--- config.mk ---
export PLATFORM = sky130hd
export DESIGN_NAME = obi_mem_arbiter
export DESIGN_NICKNAME = d
export VERILOG_FILES = /design/src/rtl/obi_arb_pkg.sv /design/src/rtl/obi_arb_id_fifo.sv /design/src/rtl/obi_mem_arbiter.sv
export SDC_FILE = /design/constraint.sdc
export NUM_CORES = 1
export LEC_CHECK = 0
export CAP_MARGIN = 20
export CELL_PAD_IN_SITES_DETAIL_PLACEMENT = 2
export CELL_PAD_IN_SITES_GLOBAL_PLACEMENT = 2
export CORE_MARGIN = 5
export CORE_UTILIZATION = 10
export DETAILED_ROUTE_END_ITERATION = 16
export PLACE_DENSITY = 0.92
export SETUP_SLACK_MARGIN = 0.05
export SYNTH_ARGS = -nofsm -noshare
export SYNTH_HDL_FRONTEND = slang
export SYNTH_SLANG_ARGS = --single-unit
--- constraint.sdc ---
create_clock -name clk_i -period 2.5 [get_ports clk_i]
set_input_delay 0.5 -clock clk_i [delete_from_list [all_inputs] [get_ports clk_i]]
set_output_delay 0.5 -clock clk_i [all_outputs]
set_load 0.05 [all_outputs]
--- src/rtl/obi_arb_pkg.sv ---
// obi_arb_pkg
//   Shared definitions for the OBI memory arbiter.
//   - clog2_min1: ceil(log2(n)), never less than 1, so index and pointer
//     vectors stay at least one bit wide when n == 1.
//   - obi_req_t / obi_rsp_t: address- and response-phase bundles at the
//     default 32-bit address/data widths. They are meant for integrators
//     who wire the arbiter into structured interconnect.
package obi_arb_pkg;

   localparam int OBI_ADDR_WIDTH = 32;
   localparam int OBI_DATA_WIDTH = 32;

   function automatic int clog2_min1(input int value);
      int r;
      r = $clog2(value);
      return (r == 0) ? 1 : r;
   endfunction

   typedef struct packed {
      logic [OBI_ADDR_WIDTH-1:0]   addr;
      logic                        we;
      logic [OBI_DATA_WIDTH/8-1:0] be;
      logic [OBI_DATA_WIDTH-1:0]   wdata;
   } obi_req_t;

   typedef struct packed {
      logic [OBI_DATA_WIDTH-1:0] rdata;
      logic                      err;
   } obi_rsp_t;

endpackage

--- src/rtl/obi_arb_id_fifo.sv ---
// obi_arb_id_fifo
//   Synchronous FIFO holding the port index of each granted transaction.
//   Responses return in order, so the head always names the port that
//   owns the next rvalid. The head is read combinationally, which keeps
//   the response path free of added latency.
// Ports:
//   clk_i, rst_i     clock, asynchronous active-high reset (empties FIFO)
//   push_i, data_i   write one index (ignored when full)
//   pop_i            drop the head entry (ignored when empty)
//   data_o           current head entry
//   full_o, empty_o  occupancy flags
module obi_arb_id_fifo
   import obi_arb_pkg::*;
#(
   parameter int WIDTH = 1,
   parameter int DEPTH = 2
) (
   input  logic             clk_i,
   input  logic             rst_i,
   input  logic             push_i,
   input  logic [WIDTH-1:0] data_i,
   input  logic             pop_i,
   output logic [WIDTH-1:0] data_o,
   output logic             full_o,
   output logic             empty_o
);

   localparam int PW = clog2_min1(DEPTH);

   logic [WIDTH-1:0] mem [DEPTH];
   logic [PW-1:0]    wr_idx_reg;
   logic [PW-1:0]    rd_idx_reg;
   logic             wr_wrap_reg;
   logic             rd_wrap_reg;
   logic             do_push;
   logic             do_pop;

   assign do_push = push_i & ~full_o;
   assign do_pop  = pop_i & ~empty_o;

   // Equal indices: the wrap bits tell full from empty.
   assign full_o  = (wr_idx_reg == rd_idx_reg) & (wr_wrap_reg != rd_wrap_reg);
   assign empty_o = (wr_idx_reg == rd_idx_reg) & (wr_wrap_reg == rd_wrap_reg);
   assign data_o  = mem[rd_idx_reg];

   // Indices wrap explicitly at DEPTH-1 so that DEPTH == 1 also works.
   always_ff @(posedge clk_i or posedge rst_i) begin
      if (rst_i) begin
         wr_idx_reg  <= '0;
         rd_idx_reg  <= '0;
         wr_wrap_reg <= 1'b0;
         rd_wrap_reg <= 1'b0;
      end else begin
         if (do_push) begin
            if (wr_idx_reg == PW'(DEPTH-1)) begin
               wr_idx_reg  <= '0;
               wr_wrap_reg <= ~wr_wrap_reg;
            end else begin
               wr_idx_reg <= wr_idx_reg + 1'b1;
            end
         end
         if (do_pop) begin
            if (rd_idx_reg == PW'(DEPTH-1)) begin
               rd_idx_reg  <= '0;
               rd_wrap_reg <= ~rd_wrap_reg;
            end else begin
               rd_idx_reg <= rd_idx_reg + 1'b1;
            end
         end
      end
   end

   // Storage needs no reset; the pointers define which entries are valid.
   always_ff @(posedge clk_i) begin
      if (do_push) begin
         mem[wr_idx_reg] <= data_i;
      end
   end

endmodule

--- src/rtl/obi_mem_arbiter.sv ---
// obi_mem_arbiter
//   N-to-1 OBI arbiter. Round-robin selection with the address phase
//   locked while the subordinate withholds the grant. Granted port
//   indices are queued so that in-order responses go back to the right
//   manager. Both phases pass through with zero added latency.
//   Optional build macro OBI_ARB_PERF_EN adds stall_cnt_o: one 32-bit
//   saturating count per port of cycles with req_i set and gnt_o clear.
// Ports:
//   clk_i, rst_i                 clock, asynchronous active-high reset
//   req_i/gnt_o                  per-port address-phase handshake
//   addr_i/we_i/be_i/wdata_i     per-port request fields, port 0 in LSBs
//   rvalid_o, rdata_o, err_o     per-port response valid, shared data/error
//   mem_*                        downstream OBI subordinate interface
//   protocol_err_o               sticky: rvalid arrived with nothing outstanding
//   stall_cnt_o                  (OBI_ARB_PERF_EN only) per-port stall counters
module obi_mem_arbiter
   import obi_arb_pkg::*;
#(
   parameter int NUM_PORTS       = 2,
   parameter int ADDR_WIDTH      = 32,
   parameter int DATA_WIDTH      = 32,
   parameter int MAX_OUTSTANDING = 2
) (
   input  logic                            clk_i,
   input  logic                            rst_i,
   input  logic [NUM_PORTS-1:0]            req_i,
   output logic [NUM_PORTS-1:0]            gnt_o,
   input  logic [NUM_PORTS*ADDR_WIDTH-1:0] addr_i,
   input  logic [NUM_PORTS-1:0]            we_i,
   input  logic [NUM_PORTS*DATA_WIDTH/8-1:0] be_i,
   input  logic [NUM_PORTS*DATA_WIDTH-1:0] wdata_i,
   output logic [NUM_PORTS-1:0]            rvalid_o,
   output logic [DATA_WIDTH-1:0]           rdata_o,
   output logic                            err_o,
   output logic                            mem_req_o,
   input  logic                            mem_gnt_i,
   input  logic                            mem_rvalid_i,
   output logic [ADDR_WIDTH-1:0]           mem_addr_o,
   output logic                            mem_we_o,
   output logic [DATA_WIDTH/8-1:0]         mem_be_o,
   output logic [DATA_WIDTH-1:0]           mem_wdata_o,
   input  logic [DATA_WIDTH-1:0]           mem_rdata_i,
   input  logic                            mem_err_i,
   output logic                            protocol_err_o
`ifdef OBI_ARB_PERF_EN
   ,
   output logic [NUM_PORTS*32-1:0]         stall_cnt_o
`endif
);

   localparam int IW = clog2_min1(NUM_PORTS);
   localparam int BW = DATA_WIDTH / 8;

   logic [IW-1:0]         rr_ptr_reg;
   logic [IW-1:0]         sel_reg;
   logic                  lock_reg;
   logic                  proto_err_reg;
   logic [IW-1:0]         rr_sel;
   logic [IW-1:0]         sel;
   logic [IW-1:0]         head;
   logic                  fifo_full;
   logic                  fifo_empty;
   logic                  handshake;
   logic                  rsp_valid;

   logic [ADDR_WIDTH-1:0] addr_arr  [NUM_PORTS];
   logic [BW-1:0]         be_arr    [NUM_PORTS];
   logic [DATA_WIDTH-1:0] wdata_arr [NUM_PORTS];

   for (genvar gi = 0; gi < NUM_PORTS; gi++) begin : g_unpack
      assign addr_arr[gi]  = addr_i[gi*ADDR_WIDTH +: ADDR_WIDTH];
      assign be_arr[gi]    = be_i[gi*BW +: BW];
      assign wdata_arr[gi] = wdata_i[gi*DATA_WIDTH +: DATA_WIDTH];
   end

   // First requesting port at or after rr_ptr, wrapping around.
   always_comb begin : rr_scan
      logic          found;
      logic [IW-1:0] idx;
      rr_sel = rr_ptr_reg;
      found  = 1'b0;
      idx    = '0;
      for (int i = 0; i < NUM_PORTS; i++) begin
         idx = IW'((int'(rr_ptr_reg) + i) % NUM_PORTS);
         if (!found && req_i[idx]) begin
            rr_sel = idx;
            found  = 1'b1;
         end
      end
   end

   // A pending, ungranted request keeps its port on the bus.
   assign sel = lock_reg ? sel_reg : rr_sel;

   assign mem_req_o   = (|req_i) & ~fifo_full & ~rst_i;
   assign handshake   = mem_req_o & mem_gnt_i;
   assign mem_addr_o  = addr_arr[sel];
   assign mem_we_o    = we_i[sel];
   assign mem_be_o    = be_arr[sel];
   assign mem_wdata_o = wdata_arr[sel];

   assign rsp_valid = mem_rvalid_i & ~fifo_empty & ~rst_i;
   assign rdata_o   = mem_rdata_i;
   assign err_o     = mem_err_i;
   assign protocol_err_o = proto_err_reg;

   always_comb begin
      gnt_o    = '0;
      rvalid_o = '0;
      if (handshake) begin
         gnt_o[sel] = 1'b1;
      end
      if (rsp_valid) begin
         rvalid_o[head] = 1'b1;
      end
   end

   always_ff @(posedge clk_i or posedge rst_i) begin
      if (rst_i) begin
         rr_ptr_reg    <= '0;
         sel_reg       <= '0;
         lock_reg      <= 1'b0;
         proto_err_reg <= 1'b0;
      end else begin
         if (handshake) begin
            rr_ptr_reg <= (int'(sel) == NUM_PORTS - 1) ? '0 : sel + 1'b1;
            lock_reg   <= 1'b0;
         end else if (mem_req_o) begin
            lock_reg <= 1'b1;
            sel_reg  <= sel;
         end
         // A response with nothing outstanding is flagged even when a push
         // lands in the same cycle: that push belongs to a newer request.
         if (mem_rvalid_i && fifo_empty) begin
            proto_err_reg <= 1'b1;
         end
      end
   end

   obi_arb_id_fifo #(
      .WIDTH (IW),
      .DEPTH (MAX_OUTSTANDING)
   ) u_id_fifo (
      .clk_i   (clk_i),
      .rst_i   (rst_i),
      .push_i  (handshake),
      .data_i  (sel),
      .pop_i   (rsp_valid),
      .data_o  (head),
      .full_o  (fifo_full),
      .empty_o (fifo_empty)
   );

`ifdef OBI_ARB_PERF_EN
   for (genvar gi = 0; gi < NUM_PORTS; gi++) begin : g_stall
      logic [31:0] cnt_reg;
      always_ff @(posedge clk_i or posedge rst_i) begin
         if (rst_i) begin
            cnt_reg <= '0;
         end else if (req_i[gi] && !gnt_o[gi] && (cnt_reg != '1)) begin
            cnt_reg <= cnt_reg + 1'b1;
         end
      end
      assign stall_cnt_o[gi*32 +: 32] = cnt_reg;
   end
`endif

endmodule

==> results of run 1 <==
-- placed cells by master (no fill, tap or decap), drive strengths merged --
| master | n |
|---|---|
| clkdlybuf4s50 | 142 |
| xor2 | 3 |
| buf | 90 |
| o21a | 1 |
| inv | 6 |
| nand2 | 2 |
| a211oi | 1 |
| nor2 | 7 |
| nor2b | 1 |
| mux2 | 70 |
| edfxtp | 2 |
| o31a | 1 |
| a31o | 1 |
| clkbuf | 7 |
| dfrtp | 8 |
| mux2i | 1 |
| and3 | 1 |
| a21oi | 2 |
| xnor2 | 4 |
| a211o | 1 |
| a31oi | 1 |
-- cell type report --
type	count	area, um2	share of cell area [%]
clock buffer	3	75.1	1.72
inverter	6	22.5	0.517
multi-input combinational	97	1030	23.6
sequential	10	260	5.98
tap	211	264	6.06
timing repair buffer	236	2700	62.1
-- synthesized netlist by cell type (all sizes together) --
master and instances:
mux2 70, buf 41, dfrtp 8, nor2 7, inv 6, xnor2 4, xor2 3, a21oi 2
edfxtp 2, nand2 2, a211o 1, a211oi 1, a31o 1, a31oi 1, and3 1, mux2i 1
nor2b 1, o21a 1, o31a 1
-- timing repair --
item | CTS | global route
setup endpoints to repair | 71 | 54
buffers inserted | 7 | 1
pin swaps | 1 | 1
gates resized for setup | 82 | 25
cloned | 6 | 4
hold endpoints to repair | 0 | 0
-- logic make-up (layout without fill, tap and decap cells) --
family          after synthesis  in the layout  share of synthesized area (%)
compound gates                8              8                           4.56
xor+xnor                      7              7                           3.92
buf+inv                      47            245                           19.8
simple gates                 11             11                           3.76
flops                        10             10                           16.6
mux                          71             71                           51.3
-- worst min-delay path by stage --
stage / depth (start not counted) / start / to
3_3_place_gp: 1 / protocol_err_o / protocol_err_o
2_1_floorplan: 1 / rst_i / lock_reg
6_report: 1 / protocol_err_o / protocol_err_o
3_5_place_dp: 1 / protocol_err_o / protocol_err_o
5_1_grt: 1 / protocol_err_o / protocol_err_o
4_1_cts: 1 / protocol_err_o / protocol_err_o
-- per-stage QoR --
stage	setup TNS, ns	total power (W)	hold WS [ns]	instances	instance area, um2
after detailed placement	-14.67	0.00456	0.479	546	3660
after floorplan	-0.258	0.00338	0.316	154	1560
after global routing	0	0.00643	0.501	563	4350
after global placement	-13.82	0.00448	0.454	546	3660
after CTS	0	0.00601	0.488	561	4220
final	0	0.00616	0.473	563	4350
-- worst max-delay path, cell delays in order --
cell       delay [ns]
buf_6            0.09
inv_2            0.05
a21oi_2          0.05
o31a_2           0.38
buf_12           0.17
clkbuf_16        0.16
mux2_4           0.31
buf_8            0.15
-- power groups by stage --
stage,logic (W),registers (W),clock network (W)
2_1_floorplan,0.00308,0.000295,0
3_5_place_dp,0.00425,0.000313,0
4_1_cts,0.00541,0.000311,0.000291
3_3_place_gp,0.00417,0.000306,0
6_report,0.00556,0.000309,0.000284
5_1_grt,0.00581,0.000323,0.000296
-- metal layers --
layer	part of all wire [%]	track usage, %
met5	0	0
met4	0.96	2.63
met3	9.1	3.69
met2	60	22.6
met1	30	9.85
==> reports/qor.yml, run 1 <==
status: "complete, no violations"
ctsHoldBuffers: 0
hold_violations: 0
leakage_nw: 1.78
arrival_ns: 1.89
io_buffers: 218
switching_share_pct: 50.0
drive_gt1_share_pct: 49.7
max_slew.worst_pin.slew_ns: 0.494
vdd_drop_max_mv: 0.670
grt_util_all_layers_pct: 10.8
r2r-start: "u_id_fifo.rd_idx_reg"
wl_um: 10500
cap_violations: 0
die_w_um: 135
ioPinCount: 285
hp-class: "register to register"
synthDominantCellAreaShare_pct: 49.7
grt_max_degree: 19
fmax_mhz: 419
synth.largest_area_cell: "mux2_2"
drtAntennaViolNets: 0
drtPass1Iterations: 3
comb_power_share_pct: 90.4
num_rows: 45
pwr_density_cell_nw_per_um2: 1410
worstRegToRegCells: 4
fin_util_pct: 28.5
clkTransAtPathRegs_ns: 0.04
vias: 1960
htreeDepth: 1
wl_per_cell_um: 18.7
syn_avg_cell_area_um2: 10.2
ys_ff_latch: 10
power.net_switching_w: 0.00308
largest_register: "u_id_fifo.mem"
ys_types: 22
clk_latency_ns: 0.24
worst_slack_ns: 0.112
synth_nets: 331
internal-power_w: 0.00308
final_nets: 531
grt_pass1_wl_um: 15000
synthTopCellsByArea: "mux2_2 50%, buf_4 16%, dfrtp_1 13%"
setup_violations: 0
cts_tree: "yes"
overflow: 0
gp_congestion: 0.828
endpoint_kind: "output pin"
diodes: 0
finalCritPeriodShare_pct: 95.5
area_delta_synth_final_pct: 178
r2r_setup_slack_ns: 0.83
period_needed_ns: 2.39
seq_power_share_pct: 5.0
rsz0062_at_grt: "false"
hpwl_um: 8250
crit_fanout: 7
worstSetupEndpoint: "mem_addr_o[8]"
finalMaxSlewViolations: 0
path_class: "input port to output pin"
synth_cells: 154
place_ws_ns: -0.244
fillCellCount: 1636
relSlewSlack_pct: 67.0
cts_max_path_buffers: 2
drcViolationCount: 0
largest_reg_flops: 2
start_util_pct: 10.3
synth_area_um2: 1560
r2r-end: "u_id_fifo.mem[1]"
required_ns: 2.00
power.share.clock_pct: 4.6
die_area_um2: 18200
synth_seq_area_share_pct: 16.6
finClkSkew_ns: 0.00350
start_kind: "input port"
worstSetupStartpoint: "req_i[0]"
via_per_inst: 3.48
grt_pass1_vias: 2433
cts_root_buf: "clkbuf_16"
die_h_um: 135
cts.sink_count: 10
yosysWarnings: 0
core_um2: 15300
dr.first_iter.drc_count: 16
numCtsBuffers: 3
antenna_found_initial: 0
No activity file was read; power rests on OpenSTA's default activity.
==> run 2: changes to the inputs <==
--- a/config.mk
+++ b/config.mk
@@ -12,6 +12,7 @@
 export CORE_UTILIZATION = 10
 export DETAILED_ROUTE_END_ITERATION = 16
 export PLACE_DENSITY = 0.92
+export RECOVER_POWER = 50
 export SETUP_SLACK_MARGIN = 0.05
 export SYNTH_ARGS = -nofsm -noshare
 export SYNTH_HDL_FRONTEND = slang
==> reports/qor.yml, run 2 (same netlist as run 1, synthesis figures left out) <==
drive_gt1_share_pct: 48.9  # -0.85 points
ioPinCount: 285  # unchanged
htreeDepth: 1  # unchanged
cts_tree: "yes"
register_area_um2: 260  # unchanged
wl_per_cell_um: 18.7  # about the same
crit_fanout: 7  # unchanged
overflow: 0  # unchanged
start_kind: "input port"
numCtsBuffers: 3  # unchanged
arrival_ns: 1.89  # about the same
slowest_delay_ns: 0.38  # about the same
fin_util_pct: 28.0  # -0.57 points
wl_um: 10500  # about the same
antenna_found_initial: 0  # unchanged
required_ns: 2.00  # about the same
clk_latency_ns: 0.24  # about the same
rsz0062_at_grt: "false"
path_class: "input port to output pin"
crit_family: "buffers and inverters"
drcViolationCount: 0  # unchanged
status: "complete, no violations"
cp_num_buf_inv: 5  # unchanged
grt_pass1_vias: 2433  # unchanged
most-common-layout-cells: "141 x clkdlybuf4s50_1, 61 x mux2_2, 54 x buf_6"
die_area_um2: 18200  # unchanged
finalMaxSlewViolations: 0  # unchanged
die_w_um: 135  # unchanged
hp-class: "register to register"
fillCellCount: 1645  # +0.55%
finalCritPeriodShare_pct: 95.6  # about the same
grt_pass1_wl_um: 15000  # unchanged
layout_commonest_cell: "clkdlybuf4s50_1"
cts.sink_count: 10  # unchanged
drtPass1Iterations: 3  # unchanged
cts_max_path_buffers: 2  # unchanged
max_slew.worst_pin.slew_ns: 0.501  # +0.00703 ns
fmax_mhz: 419  # about the same
io_buffers: 218  # unchanged
die_h_um: 135  # unchanged
area_delta_synth_final_pct: 173
power_w: 0.00605  # -1.8%
setup_violations: 0  # unchanged
cp.depth: 8  # unchanged
via_per_inst: 3.49  # +0.20%
relSlewSlack_pct: 66.5  # -0.48 points
start_util_pct: 10.3  # unchanged
endpoint_kind: "output pin"
worstRegToRegCells: 4  # unchanged
drtAntennaViolNets: 0  # unchanged
hold_violations: 0  # unchanged
vdd_drop_max_mv: 0.670  # about the same
hpwl_um: 8250  # unchanged
gp_congestion: 0.828  # unchanged
cap_violations: 0  # unchanged
finClkSkew_ns: 0.00197  # -0.00153 ns
clkTransAtPathRegs_ns: 0.04  # about the same
num_rows: 45  # unchanged
dr.first_iter.drc_count: 14  # -2
leakage_nw: 1.76  # -1.6%
whs_path_depth: 1  # unchanged
largest_register: "u_id_fifo.mem"
pwr_density_cell_nw_per_um2: 1420  # +0.20%
grt_util_all_layers_pct: 10.8  # unchanged
crit_chain: "buf_6, inv_2, a21oi_1, o31a_2, buf_12, clkbuf_16, mux2_4, buf_8"
critPathSlowestCell: "o31a_2"
final_nets: 531  # unchanged
largest_reg_flops: 2  # unchanged
period_needed_ns: 2.39  # +0.00151 ns
vias: 1964  # +0.20%
core_um2: 15300  # unchanged
multi_input_area_um2: 1020  # -0.85%
grt_max_degree: 19  # unchanged
cts_root_buf: "clkbuf_16"
diodes: 0  # unchanged
==> run 2: cell count changes in the layout (fill, tap and decap cells not counted), sizes merged <==
| cell | change |
|---|---|
| buf | -10 |
| clkbuf | +10 |
| clkdlybuf4s50 | -1 |
| dlygate4sd3 | +1 |
==> run 2: worst paths after layout <==
path                                           start                   end  slack, ns
worst max-delay path                        req_i[0]         mem_addr_o[8]       0.11
worst min-delay path                  protocol_err_o        protocol_err_o       0.47
worst max register to register  u_id_fifo.rd_idx_reg      u_id_fifo.mem[1]       0.74
worst min register to register        protocol_err_o        protocol_err_o       0.47
max in group asynchronous                      rst_i  u_id_fifo.wr_idx_reg       1.60
min in group asynchronous                      rst_i            rr_ptr_reg       0.65
==> run 2: worst reg2reg max path: stages (launching register included) <==
cell and delay (ns):
dfrtp_1 0.43, xnor2_1 0.22, a211oi_4 0.31, clkbuf_1 0.26
and3_1 0.24
==> run 2: area by class of cell <==
| cell class | count | share of cell area (%) |
|---|---|---|
| inverters | 6 | 0.528 |
| clock buffers | 3 | 1.76 |
| repair buffers | 236 | 61.5 |
| multi-input cells | 97 | 23.9 |
| flip-flops and latches | 10 | 6.10 |
| well taps | 211 | 6.19 |
==> run 2: metrics by stage <==
step                      hold WS [ns]  setup TNS, ns  instance area (um2)  cells  setup slack (ns)
after global routing             0.496              0                 4270    563            0.0563
after floorplan                  0.316         -0.258                 1560    154            -0.129
final                            0.467              0                 4270    563             0.111
after detailed placement         0.479         -14.67                 3660    546            -0.244
after global placement           0.454         -13.82                 3660    546            -0.238
after CTS                        0.488              0                 4220    561            0.0280
==> run 2: per-layer routing <==
layer / part of all wire [%] / vias up / track usage (%) / wire length (um)
li1: - / 901 / - / -
met1: 30 / 931 / 9.85 / 3180
met2: 60 / 125 / 22.6 / 6290
met3: 8.9 / 7 / 3.69 / 938
met4: 0.96 / 0 / 2.63 / 101
met5: 0 / - / 0 / 0
==> run 2: what timing repair did <==
item                                    CTS  global route
hold buffers                              0             0
buffers inserted                          7             1
gates resized for setup                  82            25
hold endpoints to repair                  0             0
gates cloned                              6             4
pin swaps                                 1             1
endpoints found under the setup margin   71            54
==> run 2: power by group <==
part           internal (W)  switching, W
clock              0.000208     0.0000776
sequential         0.000240     0.0000670
combinational       0.00254       0.00291
==> run 3: changes to the inputs <==
--- a/config.mk
+++ b/config.mk
@@ -8,6 +8,7 @@
 export CAP_MARGIN = 20
 export CELL_PAD_IN_SITES_DETAIL_PLACEMENT = 2
 export CELL_PAD_IN_SITES_GLOBAL_PLACEMENT = 2
+export CORE_ASPECT_RATIO = 1.75
 export CORE_MARGIN = 5
 export CORE_UTILIZATION = 10
 export DETAILED_ROUTE_END_ITERATION = 16
==> reports/qor.yml, run 3 (same netlist as run 1, synthesis figures left out) <==
max_slew.worst_pin.slew_ns: 0.498  # -0.00310 ns
numCtsBuffers: 3  # unchanged
rsz0062_at_grt: "true"
drtPass1Iterations: 3  # unchanged
endpoint_kind: "output pin"
grt_max_degree: 16  # -3
core_um2: 15400  # +0.86%
drive_gt1_share_pct: 48.6  # -0.31 points
place_ws_ns: -0.316  # -0.0717 ns
cpMostUsedCell: "buf_6"
htreeDepth: 1  # unchanged
setup_violations: 0  # unchanged
crit_chain: "buf_2, inv_2, nor2_2, o31a_4, buf_6, bufbuf_16, mux2_2, buf_6"
stdcell_area_um2: 4070  # -4.7%
vdd_drop_max_mv: 0.476  # -29%
hp-class: "register to register"
critPathSlowestCell: "o31a_4"
multi_input_area_um2: 1020  # unchanged
slowest_delay_ns: 0.37  # about the same
arrival_ns: 1.97  # +0.08 ns
period_needed_ns: 2.47  # +0.0783 ns
largest_register: "u_id_fifo.mem"
worst_slack_ns: 0.0323  # -0.0783 ns
grt_pass1_wl_um: 17400  # +16%
cts_root_buf: "clkbuf_16"
die_h_um: 175  # +30%
finalMaxSlewViolations: 0  # unchanged
drtAntennaViolNets: 0  # unchanged
path_class: "input port to output pin"
leakage_nw: 1.67  # -4.7%
wl_um: 12200  # +16%
wl_per_cell_um: 22.9  # +23%
cts_max_path_buffers: 2  # unchanged
finalCritPeriodShare_pct: 98.7  # +3.1 points
num_rows: 60  # +33%
finClkSkew_ns: 0.00399  # +0.00202 ns
overflow: 0  # unchanged
clkTransAtPathRegs_ns: 0.04  # about the same
placed_area_um2: 3620  # -1.1%
dr.first_iter.drc_count: 18  # +4
grt_pass1_vias: 2592  # +6.5%
worstRegToRegCells: 4  # unchanged
ioPinCount: 285  # unchanged
antenna_found_initial: 1  # +1
gp_congestion: 0.794  # -4.1%
crit_fanout: 11  # +4
hpwl_um: 9970  # +21%
cap_violations: 0  # unchanged
worstSetupStartpoint: "req_i[0]"
cts.sink_count: 10  # unchanged
register_area_um2: 260  # unchanged
io_buffers: 218  # unchanged
start_kind: "input port"
most-common-layout-cells: "141 x clkdlybuf4s50_1, 66 x mux2_2, 34 x buf_6"
die_w_um: 105  # -23%
via_per_inst: 3.71  # +6.5%
required_ns: 2.00  # about the same
drcViolationCount: 0  # unchanged
die_area_um2: 18300  # +0.54%
cts_tree: "yes"
clk_latency_ns: 0.24  # about the same
diodes: 0  # unchanged
r2r-start: "u_id_fifo.rd_idx_reg"
r2r_setup_slack_ns: 0.80  # +0.06 ns
start_util_pct: 10.2  # -0.088 points
hold_violations: 0  # unchanged
pwr_density_cell_nw_per_um2: 1410  # -0.43%
largest_reg_flops: 2  # unchanged
final_nets: 524  # -1.3%
area_delta_synth_final_pct: 160
vias: 1976  # +0.61%
status: "complete, no violations"
fillCellCount: 1687  # +2.6%
layout_commonest_cell: "clkdlybuf4s50_1"
grt_util_all_layers_pct: 12.7  # +1.9 points
worstSetupEndpoint: "mem_addr_o[4]"
r2r-end: "u_id_fifo.mem[1]"
relSlewSlack_pct: 66.7  # +0.21 points
fmax_mhz: 405  # -3.2%
## run 3: cell types whose count changed in the layout (fill, tap and decap cells not counted), moves of 4 or more
cell       before  now
buf_4           5   32
buf_6          54   34
clkbuf_4        6    0
buf_12          5   10
mux2_2         61   66
mux2_4          9    4
buf_16          6    2
clkbuf_16       7    3
## run 3: through the flow
stage               instances  hold WS (ns)  power (W)  TNS [ns]  utilization (%)
floorplan                 154         0.316    0.00338    -0.258                -
global placement          520         0.453    0.00452    -15.16             23.5
detailed placement        520         0.474    0.00461    -17.98             23.5
CTS                       533         0.482    0.00587         0             26.5
global route              532         0.515    0.00600   -0.0750             26.4
finish                    532         0.477    0.00574         0             26.4
## run 3: layer usage
metal  part of all wire, %  track usage, %  vias up
met5                 0.074               0        -
li1                      -               -      890
met4                   3.9            4.43        2
met3                   8.3            3.90       44
met1                    31            12.0      909
met2                    57            25.3      131
## run 3: worst min-delay path by stage
stage	start	endpoint	slack [ns]	cells past startpoint
finish	protocol_err_o	protocol_err_o	0.48	1
global route	protocol_err_o	protocol_err_o	0.52	1
CTS	protocol_err_o	protocol_err_o	0.48	1
detailed placement	protocol_err_o	protocol_err_o	0.47	1
global placement	protocol_err_o	protocol_err_o	0.45	1
floorplan	rst_i	lock_reg	0.32	1
## run 3: what timing repair did
action | 4_1_cts | 5_1_grt
hold buffers | 0 | 0
pin swaps | 1 | 0
setup endpoints to repair | 71 | 31
gates resized for setup | 55 | 5
cloned | 5 | 0
setup buffers | 4 | 0
## run 3: final cells by class
type	count	share of cell area (%)
Tap cell	186	5.72
Timing Repair Buffer	229	60.3
Clock buffer	4	1.94
Inverter	6	0.554
Sequential cell	10	6.40
Multi-Input combinational cell	97	25.1
## run 3: worst max-delay path: cells and delay by family
family,cells,cell delay (ns)
AOI/OAI and AO/OA,1,0.37
and+or+nand+nor,1,0.04
muxes,1,0.29
buffers and inverters,5,0.77
## run 3: power breakdown
group          total (W)  internal (W)  leakage [nW]  switching (W)
Clock           0.000289      0.000214        0.0382      0.0000751
Sequential      0.000315      0.000240         0.108      0.0000748
Combinational    0.00514       0.00228          1.53        0.00286
Total            0.00574       0.00273          1.67        0.00300
